$ cat config.mk
export PLATFORM = sky130hd
export DESIGN_NAME = i2c_reg_access_ctrl
export DESIGN_NICKNAME = d
export VERILOG_FILES = /design/src/rtl/i2c_reg_access_ctrl.sv
export SDC_FILE = /design/constraint.sdc
export NUM_CORES = 1
export LEC_CHECK = 0
export ABC_CLOCK_PERIOD_IN_PS = 4900
export BUFFER_PORTS_ARGS = -buffer_cell sky130_fd_sc_hd__buf_2
export CORE_UTILIZATION = 40
export CTS_CLUSTER_DIAMETER = 30
export DETAILED_ROUTE_END_ITERATION = 8
export PLACE_DENSITY = 0.62
export SYNTH_ARGS = -nofsm -noshare
export SYNTH_HDL_FRONTEND = slang
export SYNTH_SLANG_ARGS = --single-unit
$ cat constraint.sdc
create_clock -name clk -period 4.9 [get_ports clk]
set_input_delay 0.49 -clock clk [delete_from_list [all_inputs] [get_ports clk]]
set_output_delay 0.49 -clock clk [all_outputs]
set_load 0.05 [all_outputs]
$ cat src/rtl/i2c_reg_access_ctrl.sv
// i2c_reg_access_ctrl
// Sequences one register access (write or read) into i2c_master command and
// data-stream handshakes, and returns one response per request.
//
// State  | meaning
// -------+---------------------------------------------------------------
// IDLE      | waiting for a request (req_ready=1)
// W_CMD     | write: START, addr+W, write_multiple, STOP command
// W_REG     | write: register address byte (tlast=0)
// W_DATA    | write: data byte (tlast=1)
// R_CMDW    | read: START, addr+W command, no STOP
// R_REG     | read: register address byte (tlast=1)
// R_CMDR    | read: repeated START, addr+R, STOP command
// R_DATA    | read: accept one byte from the master
// WAIT_IDLE | wait for i2c_master to release the bus
// RESP      | present response until consumed
//
// Ports:
//   clk, rst                      clock, async active-high reset
//   req_*                         request handshake and fields
//   resp_*                        response handshake, read data, error code
//   cmd_*                         i2c_master command interface
//   tx_*                          write data stream to i2c_master
//   rx_*                          read data stream from i2c_master
//   missed_ack, i2c_busy          i2c_master status
//   busy                          high whenever not IDLE

module i2c_reg_access_ctrl #(
    parameter int                       TIMEOUT_WIDTH  = 20,
    parameter logic [TIMEOUT_WIDTH-1:0] TIMEOUT_CYCLES = 20'hFFFFF
) (
    input  logic       clk,
    input  logic       rst,
    input  logic       req_valid,
    output logic       req_ready,
    input  logic       req_read,
    input  logic [6:0] req_dev_addr,
    input  logic [7:0] req_reg_addr,
    input  logic [7:0] req_wdata,
    output logic       resp_valid,
    input  logic       resp_ready,
    output logic [7:0] resp_rdata,
    output logic [1:0] resp_err,
    output logic [6:0] cmd_address,
    output logic       cmd_start,
    output logic       cmd_read,
    output logic       cmd_write,
    output logic       cmd_write_multiple,
    output logic       cmd_stop,
    output logic       cmd_valid,
    input  logic       cmd_ready,
    output logic [7:0] tx_tdata,
    output logic       tx_tvalid,
    input  logic       tx_tready,
    output logic       tx_tlast,
    input  logic [7:0] rx_tdata,
    input  logic       rx_tvalid,
    output logic       rx_tready,
    input  logic       missed_ack,
    input  logic       i2c_busy,
    output logic       busy
);

    typedef enum logic [3:0] {
        IDLE, W_CMD, W_REG, W_DATA, R_CMDW, R_REG, R_CMDR, R_DATA, WAIT_IDLE, RESP
    } state_t;

    localparam logic [1:0] ERR_OK      = 2'd0;
    localparam logic [1:0] ERR_NACK    = 2'd1;
    localparam logic [1:0] ERR_TIMEOUT = 2'd2;

    // The watchdog counts down from TIMEOUT_CYCLES-1 so that a stalled state
    // is left exactly TIMEOUT_CYCLES cycles after the last reload.
    localparam logic [TIMEOUT_WIDTH-1:0] WDOG_LOAD = TIMEOUT_CYCLES - TIMEOUT_WIDTH'(1);

    state_t state_q, state_d;

    logic [6:0] dev_q;
    logic [7:0] reg_q;
    logic [7:0] wdata_q;
    logic       read_q;
    logic [7:0] rdata_q;
    logic       nack_q, nack_d;
    logic [1:0] wait_cnt_q;
    logic [TIMEOUT_WIDTH-1:0] wdog_q;

    logic req_hs, resp_hs, cmd_hs, tx_hs, rx_hs;
    logic active, timeout;

    // next-cycle values of the registered outputs
    logic       req_ready_d, resp_valid_d, busy_d;
    logic [7:0] resp_rdata_d;
    logic [1:0] resp_err_d;
    logic [6:0] cmd_address_d;
    logic       cmd_start_d, cmd_read_d, cmd_write_d, cmd_wm_d, cmd_stop_d, cmd_valid_d;
    logic [7:0] tx_tdata_d;
    logic       tx_tvalid_d, tx_tlast_d, rx_tready_d;

    assign req_hs  = req_valid & req_ready;
    assign resp_hs = resp_valid & resp_ready;
    assign cmd_hs  = cmd_valid & cmd_ready;
    assign tx_hs   = tx_tvalid & tx_tready;
    assign rx_hs   = rx_tvalid & rx_tready;
    assign active  = (state_q != IDLE) && (state_q != RESP);
    assign timeout = active && (wdog_q == '0);
    assign nack_d  = nack_q | (missed_ack & (state_q != IDLE));

    always_ff @(posedge clk or posedge rst) begin
        if (rst) state_q <= IDLE;
        else     state_q <= state_d;
    end

    always_comb begin
        state_d = state_q;
        case (state_q)
            IDLE:      if (req_hs)  state_d = req_read ? R_CMDW : W_CMD;
            W_CMD:     if (cmd_hs)  state_d = W_REG;
            W_REG:     if (tx_hs)   state_d = W_DATA;
            W_DATA:    if (tx_hs)   state_d = WAIT_IDLE;
            R_CMDW:    if (cmd_hs)  state_d = R_REG;
            R_REG:     if (tx_hs)   state_d = R_CMDR;
            R_CMDR:    if (cmd_hs)  state_d = R_DATA;
            R_DATA:    if (rx_hs)   state_d = WAIT_IDLE;
            WAIT_IDLE: if (wait_cnt_q == 2'd2 && !i2c_busy) state_d = RESP;
            RESP:      if (resp_hs) state_d = IDLE;
            default:   state_d = IDLE;
        endcase
        if (timeout) state_d = RESP;

        req_ready_d   = (state_d == IDLE);
        busy_d        = (state_d != IDLE);
        resp_valid_d  = 1'b0;
        resp_rdata_d  = '0;
        resp_err_d    = ERR_OK;
        cmd_valid_d   = 1'b0;
        cmd_start_d   = 1'b0;
        cmd_read_d    = 1'b0;
        cmd_write_d   = 1'b0;
        cmd_wm_d      = 1'b0;
        cmd_stop_d    = 1'b0;
        cmd_address_d = '0;
        tx_tvalid_d   = 1'b0;
        tx_tdata_d    = '0;
        tx_tlast_d    = 1'b0;
        rx_tready_d   = 1'b0;

        case (state_d)
            W_CMD: begin
                cmd_valid_d = 1'b1;
                cmd_start_d = 1'b1;
                cmd_wm_d    = 1'b1;
                cmd_stop_d  = 1'b1;
            end
            R_CMDW: begin
                cmd_valid_d = 1'b1;
                cmd_start_d = 1'b1;
                cmd_write_d = 1'b1;
            end
            R_CMDR: begin
                cmd_valid_d = 1'b1;
                cmd_start_d = 1'b1;
                cmd_read_d  = 1'b1;
                cmd_stop_d  = 1'b1;
            end
            W_REG: begin
                tx_tvalid_d = 1'b1;
                tx_tdata_d  = reg_q;
            end
            W_DATA: begin
                tx_tvalid_d = 1'b1;
                tx_tdata_d  = wdata_q;
                tx_tlast_d  = 1'b1;
            end
            R_REG: begin
                tx_tvalid_d = 1'b1;
                tx_tdata_d  = reg_q;
                tx_tlast_d  = 1'b1;
            end
            R_DATA: rx_tready_d = 1'b1;
            RESP: begin
                resp_valid_d = 1'b1;
                if (state_q == RESP) begin
                    resp_rdata_d = resp_rdata;
                    resp_err_d   = resp_err;
                end else begin
                    // timeout outranks a NACK seen earlier in the transaction
                    resp_err_d   = timeout ? ERR_TIMEOUT : (nack_d ? ERR_NACK : ERR_OK);
                    resp_rdata_d = (!timeout && !nack_d && read_q) ? rdata_q : 8'h00;
                end
            end
            default: ;
        endcase

        // the first command is launched on the accepting edge, before dev_q is valid
        if (cmd_valid_d) cmd_address_d = (state_q == IDLE) ? req_dev_addr : dev_q;
    end

    always_ff @(posedge clk or posedge rst) begin
        if (rst) begin
            dev_q      <= '0;
            reg_q      <= '0;
            wdata_q    <= '0;
            read_q     <= 1'b0;
            rdata_q    <= '0;
            nack_q     <= 1'b0;
            wait_cnt_q <= '0;
            wdog_q     <= '0;
        end else begin
            if (req_hs) begin
                dev_q   <= req_dev_addr;
                reg_q   <= req_reg_addr;
                wdata_q <= req_wdata;
                read_q  <= req_read;
                nack_q  <= 1'b0;
            end else begin
                nack_q  <= nack_d;
            end
            if (rx_hs) rdata_q <= rx_tdata;

            if (state_d != state_q)    wait_cnt_q <= '0;
            else if (wait_cnt_q != 2'd2) wait_cnt_q <= wait_cnt_q + 2'd1;

            if ((state_d != state_q) || cmd_hs || tx_hs || rx_hs) wdog_q <= WDOG_LOAD;
            else if (active && wdog_q != '0)                       wdog_q <= wdog_q - TIMEOUT_WIDTH'(1);
        end
    end

    always_ff @(posedge clk or posedge rst) begin
        if (rst) begin
            req_ready          <= 1'b0;
            busy               <= 1'b0;
            resp_valid         <= 1'b0;
            resp_rdata         <= '0;
            resp_err           <= '0;
            cmd_valid          <= 1'b0;
            cmd_start          <= 1'b0;
            cmd_read           <= 1'b0;
            cmd_write          <= 1'b0;
            cmd_write_multiple <= 1'b0;
            cmd_stop           <= 1'b0;
            cmd_address        <= '0;
            tx_tvalid          <= 1'b0;
            tx_tdata           <= '0;
            tx_tlast           <= 1'b0;
            rx_tready          <= 1'b0;
        end else begin
            req_ready          <= req_ready_d;
            busy               <= busy_d;
            resp_valid         <= resp_valid_d;
            resp_rdata         <= resp_rdata_d;
            resp_err           <= resp_err_d;
            cmd_valid          <= cmd_valid_d;
            cmd_start          <= cmd_start_d;
            cmd_read           <= cmd_read_d;
            cmd_write          <= cmd_write_d;
            cmd_write_multiple <= cmd_wm_d;
            cmd_stop           <= cmd_stop_d;
            cmd_address        <= cmd_address_d;
            tx_tvalid          <= tx_tvalid_d;
            tx_tdata           <= tx_tdata_d;
            tx_tlast           <= tx_tlast_d;
            rx_tready          <= rx_tready_d;
        end
    end

endmodule

Word level (Yosys, flattened, before mapping)
Cells that the tools add are included.

Add/subtract/negate cells: 2. Equality and inequality tests: 22. Multiplexer cells: 37. Bitwise operators: 7. Reductions and logical operators: 25.

Operators with widths (number): $mux 4 (11); $mux 20 (2); $pmux 4 s10 (1); $eq 4x3->1 const B (8); $mux 8 (3); $logic_not 20->1 (1); $reduce_bool 20->1 (1); $sub 20x1->20 const B (1); $eq 4x2->1 const B (4); $pmux 8 s2 (1); $mux 7 (2); $eq 4x4->1 const B (3); $mux 1 (11); $mux 2 (5); $eq 4x1->1 const B (2); $logic_not 4->1 (2); $reduce_bool 4->1 (2); $and 1x1->1 (6); $logic_and 1x1->1 (6); $reduce_or 2->1 (3); $reduce_or 3->1 (2); $ne 2x2->1 const B (2); $ne 4x4->1 (1); $ne 4x4->1 const B (1); other kinds (7) (12).

Register bits: 95. Input port bits: 41. Output and inout port bits: 37. Word-level logic and storage cells: 117.

Depth between registers and ports, before layout
Depth in word-level cells: 10. Mapped depth: 10. Depth with buffers taken out: 9.

Least setup slack after synthesis
No wires, ideal clock.

Path type: reg2reg. Start point: register req_ready. End point: register tx_tdata[0]. Library setup time: 67 ps. Arrival time: 2418 ps. Required time: 4833 ps. Setup slack: 2415 ps. Stages on the path, launching flop included: 8. Buffers on the path: 1. Period minus slack after synthesis: 2485 ps. Cells stage by stage: dfrtp_1 > and2_1 > clkbuf_1 > a32o_1 > a221o_1 > or4_1 > a22oi_2 > a22o_1.

Longest elaborated chain between the ends: 7. Elaborated cells between the ends (all ways): 9. Those cells by class: eq/ne: 3; mux: 4; bitwise: 1; reduce/logical: 1.

Ends and longest elaborated chain: start, declared (RTL line 35) `output logic req_ready,`; start signal, assigned (RTL line 247) `req_ready <= req_ready_d;`; $and 1x1->1 (*) (RTL line 99) `assign req_hs = req_valid & req_ready;`; $mux 4 (*) (RTL line 116) `IDLE: if (req_hs) state_d = req_read ? R_CMDW : W_CMD;`; $pmux 4 s10 (*) (RTL line 115) `case (state_q)`; $mux 4 (*) (RTL line 128) `if (timeout) state_d = RESP;`; $eq 4x3->1 / $eq 4x2->1 (equally long branches) (RTL line 147) `case (state_d)`; $reduce_or 2->1 (no source line); $pmux 8 s2 (*) (RTL line 147); named net tx_tdata_d[0] (RTL line 96) `logic [7:0] tx_tdata_d;`; end signal, assigned (RTL line 260) `tx_tdata <= tx_tdata_d;`; end, declared (RTL line 52) `output logic [7:0] tx_tdata,`.

Mark *: on every way through the listed nets, which the timed path passes. The rest lies on a longest branch. A chain may end at the register's enable or synchronous reset.

Final worst setup path
Start point: register state_q[0]. End point: register wait_cnt_q[1].

Longest elaborated chain between the ends: 6. Elaborated cells between the ends (all ways): 29. Those cells by class: eq/ne: 11; mux: 13; reduce/logical: 5.

Ends and longest elaborated chain: start, declared (RTL line 76) `state_t state_q, state_d;`; start signal, assigned (RTL line 110) `else state_q <= state_d;`; parallel branches: the longest is 4 deep, another holds $pmux 4 s10; $ne 4x4->1 (*) (RTL line 220) `if (state_d != state_q) wait_cnt_q <= '0;`; $mux 2 / $reduce_bool 2->1 (equally long branches); end signal, assigned (RTL line 221) `else if (wait_cnt_q != 2'd2) wait_cnt_q <= wait_cnt_q + 2'd1;`; end, declared (RTL line 84) `logic [1:0] wait_cnt_q;`.

Every way passes the cells marked *.

==> flow_summary_export.csv <==
group,metric,value,unit
logic_synthesis,synth-seq-area-share,53.2,%
worst_setup_path,worst_ep_arrival_time,3780,ps
worst_setup_path,cp.required,5190,ps
grt,first_global_vias,3325,
pwr,static-leakage-power,2.26,nW
pwr,p_int,1.67,mW
floorplan,effective_utilization_at_floorplan,41.1,%
pwr,clock_power_share,16.4,%
timing,totalNegativeSetupSlack,0,ps
worst_setup_path,timing_worst_setup_path_type,"reg2reg",
pwr,power_density,583,nW/um^2
logic_synthesis,mappedNetlistNets,460,
grt,grt.total_usage,18.6,%
floorplan,io_pins,78,
timing,final_period_minus_worst_setup_slack,3490,ps
place,post-place-ws,1480,ps
timing,period_share,71.2,%
clock_network,clock_sinks,95,
clock_network,post_cts_buffers,0,
pwr,power.net_switching,1.33,mW
finish,fraction_of_layout_instances_using_a_drive_strength_above_1,29.8,%
place,hpwl,6950,um
pwr,netSwitchingFraction,44.3,%
logic_synthesis,synthesized_netlist_cell_count,416,
logic_synthesis,synth_async_sr_flop_share,100,%
clock_network,cts.htree.levels,3,
clock_network,cts.path.max_buffers,2,
finish,nets,529,
routing,drt-total-wl,9990,um
timing,timing.clock.skew,9.00,ps
timing,finalMaxSlewViolations,0,
worst_setup_path,worst-path-max-fanout,22,
logic_synthesis,synthFlopType,"sky130_fd_sc_hd__dfrtp_1",
finish,flow.area_growth_from_synthesis,15.2,%
clock_network,cts.repair.resized,0,
logic_synthesis,area_contributors_post_synth,"sky130_fd_sc_hd__dfrtp_1 53%, sky130_fd_sc_hd__mux2_2 8.1%, sky130_fd_sc_hd__nand2_1 4.1%",
job,max_cap_viol_count,0,
floorplan,die_w,108,um
finish,final_common_cell,"sky130_fd_sc_hd__dfrtp_1",
logic_synthesis,yosys_warnings,0,
grt,globalRoute.totalOverflow,0,
pwr,worst_ir_drop_vdd,0.000329,V
timing,max_freq,287,MHz
floorplan,fp.dieH,108,um
floorplan,num_rows,38,
clock_network,cts-buffers-inserted,9,
timing,timing.slew.headroom,30.7,%
routing,antenna_violating_nets_post_route,0,
finish,layout.core_utilization,47.3,%
worst_setup_path,worstSetupEndpointType,"flip-flop",
logic_synthesis,ys_seq_elements,95,
finish,antenna_cells,0,
place,post-place-cells,614,
place,routabilityCongestion,0.834,
clock_network,path_clk_slew,100,ps
routing,drt_pass_1_iters,4,
finish,multi_input_comb_area,1960,um^2
grt,largest_net_degree_at_the_start_of_global_routing,54,
clock_network,cts_tree,"done",
routing,wl_per_cell,15.9,um
routing,drtIter0Drc,223,
routing,via_count,3390,
grt,initial_antenna_violation_count,0,
hold_path,hold_path.class,"in2async",
finish,sequential_cell_area,2380,um^2
timing,setup-violations-final,0,
logic_synthesis,synth-edff-count,0,
place,portBuffers,77,
finish,mostFrequentLayoutCells,"95 x sky130_fd_sc_hd__dfrtp_1, 77 x sky130_fd_sc_hd__buf_2, 49 x sky130_fd_sc_hd__nand2_1",
grt,global_route_wire_length_before_repair,16700,um
logic_synthesis,cell_taking_the_most_area_after_synthesis,"sky130_fd_sc_hd__dfrtp_1",
logic_synthesis,yosysUniqueCellTypes,56,
logic_synthesis,synthesized_area_divided_by_synthesized_cell_count,10.7,um^2
clock_network,clkLatencyLatePin,360,ps
timing,grt_setup_unrepaired,"false",
finish,fillerInstances,1034,
timing,finalHoldViolCount,0,
pwr,comb_power_share,44.5,%
routing,vias_per_cell,5.38,
logic_synthesis,netlist_area,4470,um^2
timing,worst_pin_slew,1040,ps
logic_synthesis,post-synth-top-area-fraction,53.2,%
clock_network,cts_hold_buffers,0,
floorplan,die-area,11600,um^2
pwr,total_power,3.00,mW
finish,instances_no_fill,630,
worst_setup_path,worst_setup_path_start_kind,"flip-flop",
pwr,pwr-share-seq,39.1,%
timing,setup_ws,1410,ps
floorplan,coreArea,10900,um^2
clock_network,clk_root_buffer_cell,"sky130_fd_sc_hd__clkbuf_8",
run_status,run_status,"finished, final reports clean",
routing,route.detailed.drc,0,
==> layout make-up <==
cell class                 count  area share, %
clock buffer                   9           2.40
clock inverter                 7           1.29
inverter                       9          0.704
multi-input combinational    290           38.1
sequential                    95           46.2
tap                          140           3.40
timing repair buffer          80           7.92
==> state kept, by name (all words and copies together) (netlist names), 2 cells and up <==
| signal | flops |
|---|---|
| tx_tdata | 8 |
| wait_cnt_q | 2 |
| resp_err | 2 |
| resp_rdata | 8 |
| cmd_address | 7 |
| state_q | 4 |
| reg_q | 8 |
| wdog_q | 20 |
| dev_q | 7 |
| wdata_q | 8 |
| rdata_q | 8 |
==> power by group through the flow <==
stage / clock network, mW / logic [mW] / registers, mW
final: 0.493 / 1.34 / 1.17
after global routing: 0.537 / 1.46 / 1.21
after detailed placement: 0 / 1.34 / 1.19
after global placement: 0 / 1.32 / 1.18
after floorplan: 0 / 0.812 / 1.41
after CTS: 0.513 / 1.34 / 1.17
==> stage by stage <==
stage / instance area (um^2) / hold slack, ps
2_1_floorplan: 4470 / 457
3_3_place_gp: 4960 / 474
3_5_place_dp: 4960 / 477
4_1_cts: 5150 / 165
5_1_grt: 5150 / 187
6_report: 5150 / 160
==> logic make-up after synthesis <==
family                     after synthesis  synth area share (%)
and+or+nand+nor                        154                  17.5
buffers and inverters                   31                  3.02
adders and majority gates                3                 0.840
AOI/OAI and AO/OA                       81                  13.4
xor gates and xnor gates                20                  3.92
DFF                                     95                  53.2
muxes                                   32                  8.06
==> per-layer routing <==
metal	GRT usage, %	routed length [um]	share of wire, %
met1	25.4	4670	47
met2	28.5	4620	46
met3	3.75	484	4.8
met4	8.41	214	2.1
met5	0	0	0
==> final timing paths <==
kind	from	end	slack (ps)	cells after the start
setup reg to reg	state_q[0]	wait_cnt_q[1]	1410	6
hold reg to reg	wdata_q[4]	tx_tdata[4]	500	1
max in group asynchronous	rst	tx_tdata[6]	3650	3
min in group clk	rx_tdata[2]	rdata_q[2]	350	2
hold / removal	rst	wdog_q[14]	160	2
setup / recovery	state_q[0]	wait_cnt_q[1]	1410	6
==> cells in the mapped netlist (2+ instances only) <==
cell type and count:
sky130_fd_sc_hd__buf_4 3, sky130_fd_sc_hd__o21ai_0 3, sky130_fd_sc_hd__a41oi_1 2, sky130_fd_sc_hd__and2_1 3, sky130_fd_sc_hd__a31oi_1 3, sky130_fd_sc_hd__a22oi_1 9, sky130_fd_sc_hd__o21ai_1 3, sky130_fd_sc_hd__nand3b_1 2
sky130_fd_sc_hd__nor4_1 2, sky130_fd_sc_hd__nor2b_1 2, sky130_fd_sc_hd__nor4b_2 2, sky130_fd_sc_hd__buf_1 2, sky130_fd_sc_hd__nand3_1 8, sky130_fd_sc_hd__inv_1 9, sky130_fd_sc_hd__ha_1 3, sky130_fd_sc_hd__nor3b_1 3
sky130_fd_sc_hd__or4_1 6, sky130_fd_sc_hd__a21oi_1 18, sky130_fd_sc_hd__a211oi_1 5, sky130_fd_sc_hd__a22o_1 8, sky130_fd_sc_hd__or3_1 6, sky130_fd_sc_hd__a21o_1 2, sky130_fd_sc_hd__buf_2 6, sky130_fd_sc_hd__nor2_1 40
sky130_fd_sc_hd__o211ai_1 9, sky130_fd_sc_hd__xor2_1 12, sky130_fd_sc_hd__a2111oi_0 4, sky130_fd_sc_hd__nor3_1 9, sky130_fd_sc_hd__xnor2_1 8, sky130_fd_sc_hd__clkbuf_1 11, sky130_fd_sc_hd__or2_2 7, sky130_fd_sc_hd__dfrtp_1 95
sky130_fd_sc_hd__and3_1 5, sky130_fd_sc_hd__nand2b_1 4, sky130_fd_sc_hd__nand2_1 49, sky130_fd_sc_hd__o2111ai_1 2, sky130_fd_sc_hd__mux2_2 32
==> worst max-delay path, cell delays in order, from the launching register on <==
cell and delay [ps]:
sky130_fd_sc_hd__dfrtp_1 560, sky130_fd_sc_hd__nor4_2 940, sky130_fd_sc_hd__nand2_1 180, sky130_fd_sc_hd__o221ai_1 370, sky130_fd_sc_hd__o211ai_1 170, sky130_fd_sc_hd__a32oi_2 880, sky130_fd_sc_hd__nor3b_2 300
Power figures use the tool's default switching activity.
